### config.mk
export PLATFORM = sky130hd
export DESIGN_NAME = rom_rr_arbiter
export DESIGN_NICKNAME = d
export VERILOG_FILES = /design/src/rtl/rom_rr_arbiter.sv
export SDC_FILE = /design/constraint.sdc
export NUM_CORES = 1
export LEC_CHECK = 0
export ABC_CLOCK_PERIOD_IN_PS = 1800
export BUFFER_PORTS_ARGS = -buffer_cell sky130_fd_sc_hd__buf_2
export CAP_MARGIN = 20
export CORE_MARGIN = 3
export CORE_UTILIZATION = 24
export DETAILED_ROUTE_END_ITERATION = 12
export HOLD_SLACK_MARGIN = 0.15
export SYNTH_ARGS = -nofsm -noshare
export SYNTH_HDL_FRONTEND = slang
export SYNTH_SLANG_ARGS = --single-unit
### constraint.sdc
create_clock -name clk -period 1.8 [get_ports clk]
set_input_delay 0.18 -clock clk [delete_from_list [all_inputs] [get_ports clk]]
set_output_delay 0.18 -clock clk [all_outputs]
set_load 0.1 [all_outputs]
### src/rtl/rom_rr_arbiter.sv
// Round-robin arbiter sharing one synchronous-read ROM between NREQ requesters.
// Optional macro ROM_ARB_RANGE_CHK_EN: out-of-range addresses skip the ROM and return rerr.
module rom_rr_arbiter #(
  parameter int NREQ  = 4,
  parameter int AW    = 5,
  parameter int DW    = 4,
  parameter int DEPTH = 16
) (
  input  logic             clk,
  input  logic             rst,
  input  logic [NREQ-1:0]  req,
  input  logic [NREQ*AW-1:0] req_addr,
  output logic [NREQ-1:0]  gnt,
  output logic             rvalid,
  output logic [2:0]       rid,
  output logic [DW-1:0]    rdata,
  output logic             rerr,
  output logic             rom_en,
  output logic [AW-1:0]    rom_addr,
  input  logic [DW-1:0]    rom_data
);

  typedef enum logic [1:0] {IDLE, ISSUE, CAPTURE} state_t;

  state_t            state, state_next;
  logic [2:0]        last, last_next;
  logic [2:0]        cur, cur_next;
  logic [NREQ-1:0]   gnt_next;
  logic              rom_en_next;
  logic [AW-1:0]     rom_addr_next;
  logic              rvalid_next;
  logic [2:0]        rid_next;
  logic [DW-1:0]     rdata_next;

  logic [NREQ-1:0]   hi_mask, masked, pick_src, win_oh;
  logic [AW-1:0]     win_addr;
  logic [2:0]        win_id;

  // Requesters above the last winner get first pick; otherwise wrap to the lowest index.
  generate
    for (genvar gi = 0; gi < NREQ; gi++) begin : g_mask
      assign hi_mask[gi] = (3'(gi) > last);
    end
  endgenerate

  assign masked   = req & hi_mask;
  assign pick_src = (|masked) ? masked : req;
  assign win_oh   = pick_src & (~pick_src + 1'b1);

  always_comb begin
    win_addr = '0;
    win_id   = '0;
    for (int i = 0; i < NREQ; i++) begin
      if (win_oh[i]) begin
        win_addr = req_addr[i*AW +: AW];
        win_id   = 3'(i);
      end
    end
  end

`ifdef ROM_ARB_RANGE_CHK_EN
  logic oor, oor_next;
  logic rerr_next;
  logic in_range;
  assign in_range = ({1'b0, win_addr} < (AW+1)'(DEPTH));
`endif

  always_comb begin
    state_next    = state;
    last_next     = last;
    cur_next      = cur;
    gnt_next      = '0;
    rom_en_next   = 1'b0;
    rom_addr_next = rom_addr;
    rvalid_next   = 1'b0;
    rid_next      = rid;
    rdata_next    = rdata;
`ifdef ROM_ARB_RANGE_CHK_EN
    oor_next      = oor;
    rerr_next     = rerr;
`endif
    case (state)
      IDLE: begin
        if (|req) begin
          gnt_next      = win_oh;
          rom_en_next   = 1'b1;
          rom_addr_next = win_addr;
          cur_next      = win_id;
          last_next     = win_id;
          state_next    = ISSUE;
`ifdef ROM_ARB_RANGE_CHK_EN
          oor_next = !in_range;
          if (!in_range) rom_en_next = 1'b0;
`endif
        end
      end
      ISSUE: state_next = CAPTURE;
      CAPTURE: begin
        rvalid_next = 1'b1;
        rid_next    = cur;
        rdata_next  = rom_data;
        state_next  = IDLE;
`ifdef ROM_ARB_RANGE_CHK_EN
        if (oor) rdata_next = '0;
        rerr_next = oor;
`endif
      end
      default: state_next = IDLE;
    endcase
  end

  always_ff @(posedge clk or posedge rst) begin
    if (rst) begin
      state    <= IDLE;
      last     <= 3'(NREQ-1);
      cur      <= '0;
      gnt      <= '0;
      rom_en   <= 1'b0;
      rom_addr <= '0;
      rvalid   <= 1'b0;
      rid      <= '0;
      rdata    <= '0;
    end else begin
      state    <= state_next;
      last     <= last_next;
      cur      <= cur_next;
      gnt      <= gnt_next;
      rom_en   <= rom_en_next;
      rom_addr <= rom_addr_next;
      rvalid   <= rvalid_next;
      rid      <= rid_next;
      rdata    <= rdata_next;
    end
  end

`ifdef ROM_ARB_RANGE_CHK_EN
  always_ff @(posedge clk or posedge rst) begin
    if (rst) begin
      oor  <= 1'b0;
      rerr <= 1'b0;
    end else begin
      oor  <= oor_next;
      rerr <= rerr_next;
    end
  end
`else
  assign rerr = 1'b0;
`endif

endmodule

==> flow_summary.json, run 1 <==
{
  "cp_data_required_time_ns": 1.96,
  "path_delay_family": "compound AO/OA/AOI/OAI gates",
  "drt_iter0_markers": 8,
  "top_usage_layer": "met2",
  "arrival_ns": 1.75,
  "max_stage_delay_ns": 0.60,
  "post-route-min-period_ns": 1.59,
  "ios": 49,
  "ys_top_cells_by_area": "dfrtp_1 (45%), mux2_2 (5.8%), nor2_1 (4.9%), dfstp_2 (4.5%), a21oi_1 (4.3%)",
  "gr-usage-all-layers_pct": 11.0,
  "ys_ff_latch": 23,
  "wl_per_cell_um": 13.4,
  "grt_pass1_wl_um": 4800,
  "layout_commonest_cell": "buf_2",
  "worst_path_max_delay_cell": "dfstp_2",
  "via_per_inst": 4.61,
  "synthCells": 112,
  "path_cells": "o21ai_1, a32oi_2, o221ai_1, o21ai_2, a21oi_2",
  "grt_overflow_total": 0,
  "vias": 996,
  "yosysWarnings": 0,
  "slew_viol_final": 0,
  "netlist_area_um2": 1160,
  "fin_cells": 216,
  "drv_cap": 0,
  "start_util_pct": 25.7,
  "cts_tree": "done",
  "dpl.cell_count": 207,
  "synth_top_area_cell": "dfrtp_1",
  "rsz0062_at_grt": "no",
  "end_kind": "register",
  "port_buffers": 46,
  "pre_cts_slack_ns": 0.193,
  "clkTransAtPathRegs_ns": 0.08,
  "cts_buffers": 3,
  "antenna_found_initial": 0,
  "globalplace.congestion": 0.885,
  "setup_viol": 0,
  "clock-sinks": 23,
  "fp.dieW_um": 75.4,
  "final_cell_mix": "buf_2 (46), dfrtp_1 (21), nor2_1 (15), a21oi_1 (10), inv_1 (9)",
  "synth_cell_types": 32,
  "status": "complete, no violations",
  "cts_buffer_depth": 2,
  "num_rows": 24,
  "tightestPinTransition_ns": 0.535,
  "start_kind": "register",
  "fin_setup_tns_ns": 0,
  "clock_latency_ns": 0.26,
  "drt_pass1_iterations": 4,
  "seq_area_frac_synth_pct": 49.9,
  "final_antenna_net_count": 0,
  "core_area_um2": 4500,
  "avgSynthCellArea_um2": 10.3,
  "dieHeight_um": 75.4,
  "slew_headroom_pct": 64.3,
  "skew_ns": 0.00270,
  "yosysTopAreaCellShare_pct": 45.4,
  "hold_class": "input pin to register",
  "path_max_fanout": 8,
  "path_class": "register to register",
  "drc_errors": 0,
  "drive_above_1_share_pct": 45.1,
  "routed_wirelength_um": 2900,
  "fin_ws_ns": 0.209,
  "dp_hpwl_um": 2260,
  "fin_crit_sh_pct": 88.4,
  "final_hold_viol_count": 0,
  "ctsRootBufferMaster": "clkbuf_8",
  "htreeDepth": 1,
  "synthToLayoutAreaGrowth_pct": 31.7,
  "n_antenna_cell": 0,
  "grt_max_degree": 24,
  "critPathBufInv": 0,
  "grt_pass1_vias": 1064,
  "grt_util_met3_pct": 2.51,
  "finish.net_count": 195,
  "cts_setup_buffers": 0,
  "max_freq_mhz": 629,
  "grt_use_met2_pct": 19.5,
  "dieArea_um2": 5690,
  "met1_usage_pct": 12.8
}
flip-flops by register name, indices dropped and copies added, names as in the netlist:
signal / cells
last: 2
rvalid: 1
state: 2
rdata: 4
cur: 2
gnt: 4
rom_en: 1
rid: 2
rom_addr: 5
worst paths after layout:
check / cells past startpoint / slack [ns] / to / startpoint
max in group asynchronous: 4 / 1.02 / last[1] / rst
worst min register to register: 1 / 0.45 / state[1] / state[1]
min in group asynchronous: 4 / 0.49 / rdata[2] / rst
worst max-delay path: 5 / 0.21 / rom_addr[1] / last[1]
worst min-delay path: 3 / 0.19 / rom_addr[1] / req_addr[11]
worst max register to register: 5 / 0.21 / rom_addr[1] / last[1]
cell usage after synthesis (all sizes together):
master    n
dfrtp    21
nor2     16
a21oi    13
inv      11
buf       7
mux2      6
o21ai     6
o221ai    6
nand3     5
a31oi     4
nor2b     3
dfstp     2
or2b      2
a211o     1
a32oi     1
clkbuf    1
conb      1
nand2     1
nor3      1
o21bai    1
o2bb2ai   1
o32a      1
o32ai     1
per-layer routing:
layer	vias to the layer above	wire length, um	part of all wire, %
li1	496	-	-
met1	462	1220	42
met2	34	1440	50
met3	4	204	7.0
met4	0	31	1.1
met5	-	0	0
per-stage QoR:
| step | util [%] | hold slack, ns | instance area (um^2) |
|---|---|---|---|
| global route | 33.8 | 0.193 | 1520 |
| detailed placement | 31.7 | 0.247 | 1430 |
| floorplan | - | 0.180 | 1160 |
| CTS | 33.8 | 0.185 | 1520 |
| finish | 33.8 | 0.194 | 1520 |
| global placement | 31.7 | 0.232 | 1430 |
cells by family after synthesis:
group / after synthesis / share of synthesized area, %
buf+inv: 19 / 8.65
flops: 23 / 49.9
mux: 6 / 5.84
other cells: 1 / 0.324
simple gates: 28 / 11.7
compound gates: 35 / 23.6
repair_timing:
action / CTS / global route
hold buffers: 5 / 0
endpoints found under the hold margin: 25 / 0
resized for setup: 0 / 0
area by class of cell:
| class | instances | area (um^2) |
|---|---|---|
| inverters | 11 | 41.3 |
| repair buffers | 55 | 310 |
| well taps | 52 | 65.1 |
| clock buffers | 3 | 41.3 |
| clock inverters | 1 | 5.00 |
| multi-input cells | 71 | 483 |
| fillers | 480 | 2980 |
| flip-flops and latches | 23 | 578 |
worst register-to-register path: stages (launching register included):
cell      delay, ns
dfstp_2        0.60
o21ai_1        0.10
a32oi_2        0.42
o221ai_1       0.20
o21ai_2        0.11
a21oi_2        0.06
Power of run 1 is not shown: default switching activity piles up to over one toggle a cycle in this logic, so the estimate is an artifact.
==> run 2, diff against run 1 <==
==> constraint.sdc (replaced) <==
create_clock -name clk -period 1.8 [get_ports clk]
set_input_delay 0.27 -clock clk [delete_from_list [all_inputs] [get_ports clk]]
set_output_delay 0.27 -clock clk [all_outputs]
set_load 0.1 [all_outputs]
==> run 2 against run 1 <==
  * Core utilization shrank 1.1 points
  * Register-to-register slack got worse by 0.04 ns
  * Sequential share of layout area increased by 1.2 points
  * Critical path depth stayed put
  * Count of clock-buffer cells in the layout did not move
  * Maximum frequency shrank 2.5%
  * Critical path type unchanged
  * Critical endpoint is now rom_addr[3]
==> flow_summary.json, run 2 (same netlist as run 1, synthesis figures left out) <==
{
  "ios": 49,
  "layout_commonest_cell": "buf_2",
  "dieHeight_um": 75.4,
  "synthToLayoutAreaGrowth_pct": 27.6,
  "skew_ns": 0.00777,
  "cts_buffers": 3,
  "reg2reg_slack_ns": 0.17,
  "port_buffers": 46,
  "final_cell_mix": "buf_2 (46), dfrtp_1 (21), nor2_1 (15), a21oi_1 (10), inv_1 (9)",
  "top_regs": "rom_addr: 5 flops, gnt: 4 flops, rdata: 4 flops",
  "drive_above_1_share_pct": 45.9,
  "cts_tree": "done",
  "arrival_ns": 1.78,
  "status": "complete, no violations",
  "grt_max_degree": 24,
  "vias": 993,
  "drt_iter0_markers": 26,
  "min_from": "rom_data[1]",
  "start_util_pct": 25.7,
  "wl_per_cell_um": 14.0,
  "timing.rr.end": "rom_addr[3]",
  "fp.dieW_um": 75.4,
  "slew_viol_final": 0,
  "post_cts_resized": 0,
  "largest_reg_flops": 5,
  "via_per_inst": 4.71,
  "drv_cap": 0,
  "routed_wirelength_um": 2950,
  "post-route-min-period_ns": 1.63,
  "drt_pass1_iterations": 4,
  "holdPathStages": 2,
  "core_area_um2": 4500,
  "final_hold_viol_count": 0,
  "grt_overflow_total": 0,
  "final_antenna_net_count": 0,
  "fin_crit_sh_pct": 90.7,
  "globalplace.congestion": 0.812,
  "cts_buffer_depth": 2,
  "path_max_fanout": 8,
  "grt_pass1_wl_um": 4720,
  "start_kind": "register",
  "clock-sinks": 23,
  "htreeDepth": 1,
  "regMostFlops": "rom_addr",
  "dp_hpwl_um": 2290,
  "path_class": "register to register",
  "drc_errors": 0,
  "max_freq_mhz": 613,
  "clkTransAtPathRegs_ns": 0.09,
  "n_antenna_cell": 0,
  "dieArea_um2": 5690,
  "end_kind": "register",
  "slew_headroom_pct": 62.6,
  "tightestPinTransition_ns": 0.559,
  "cp_data_required_time_ns": 1.95,
  "hold_class": "input pin to register",
  "rr_worst_depth": 5,
  "gr-usage-all-layers_pct": 10.7,
  "setup_viol": 0,
  "ctsRootBufferMaster": "clkbuf_8",
  "num_rows": 24,
  "grt_pass1_vias": 1042,
  "rr_startpoint": "last[1]",
  "worstHoldEndpoint": "rdata[1]",
  "finish.net_count": 190,
  "rsz0062_at_grt": "no",
  "fin_setup_tns_ns": 0,
  "clock_latency_ns": 0.26,
  "antenna_found_initial": 0
}
-- run 2: worst max-delay path, cell delays in order, from the launching register on --
cell and delay [ns]:
dfstp_2 0.60, o21ai_1 0.09, a32oi_2 0.44, o221ai_1 0.19
o21ai_1 0.12, a21oi_1 0.08
-- run 2: repair_timing --
action	4_1_cts	5_1_grt
hold buffers	1	0
endpoints found under the hold margin	21	0
setup endpoints to repair	0	0
setup buffers	0	0
-- run 2: metal layers --
layer	part of all wire, %	track usage (%)	vias to the layer above
met1	44	12.9	471
met2	49	18.8	36
li1	-	-	482
met4	2.1	2.91	0
met5	0	0	-
met3	5.2	2.90	4
-- run 2: how the worst max path moves through the flow --
stage / start / to / slack, ns / cells past startpoint
floorplan: last[0] / rom_addr[1] / 0.34 / 6
global placement: last[1] / rom_addr[3] / 0.26 / 5
detailed placement: last[1] / rom_addr[3] / 0.21 / 5
CTS: last[1] / rom_addr[3] / 0.17 / 5
global route: last[0] / rom_addr[3] / 0.06 / 5
finish: last[1] / rom_addr[3] / 0.17 / 5
-- run 2: final cells by class --
class	count	area, um^2
flip-flops and latches	23	578
well taps	52	65.1
clock buffers	3	41.3
fillers	490	3030
repair buffers	50	263
clock inverters	1	5.00
inverters	11	41.3
multi-input cells	71	483
-- run 2: per-stage QoR --
stage                     hold slack, ns  std cells  utilization, %  cell area (um^2)  worst slack (ns)
after floorplan                    0.270        113               -              1160             0.337
after global placement             0.322        206            31.5              1420             0.258
after detailed placement           0.330        206            31.5              1420             0.206
after CTS                          0.236        211            32.8              1480             0.166
after global routing               0.239        211            32.8              1480            0.0632
final                              0.246        211            32.8              1480             0.168
Power of run 2 is left out for the same reason.
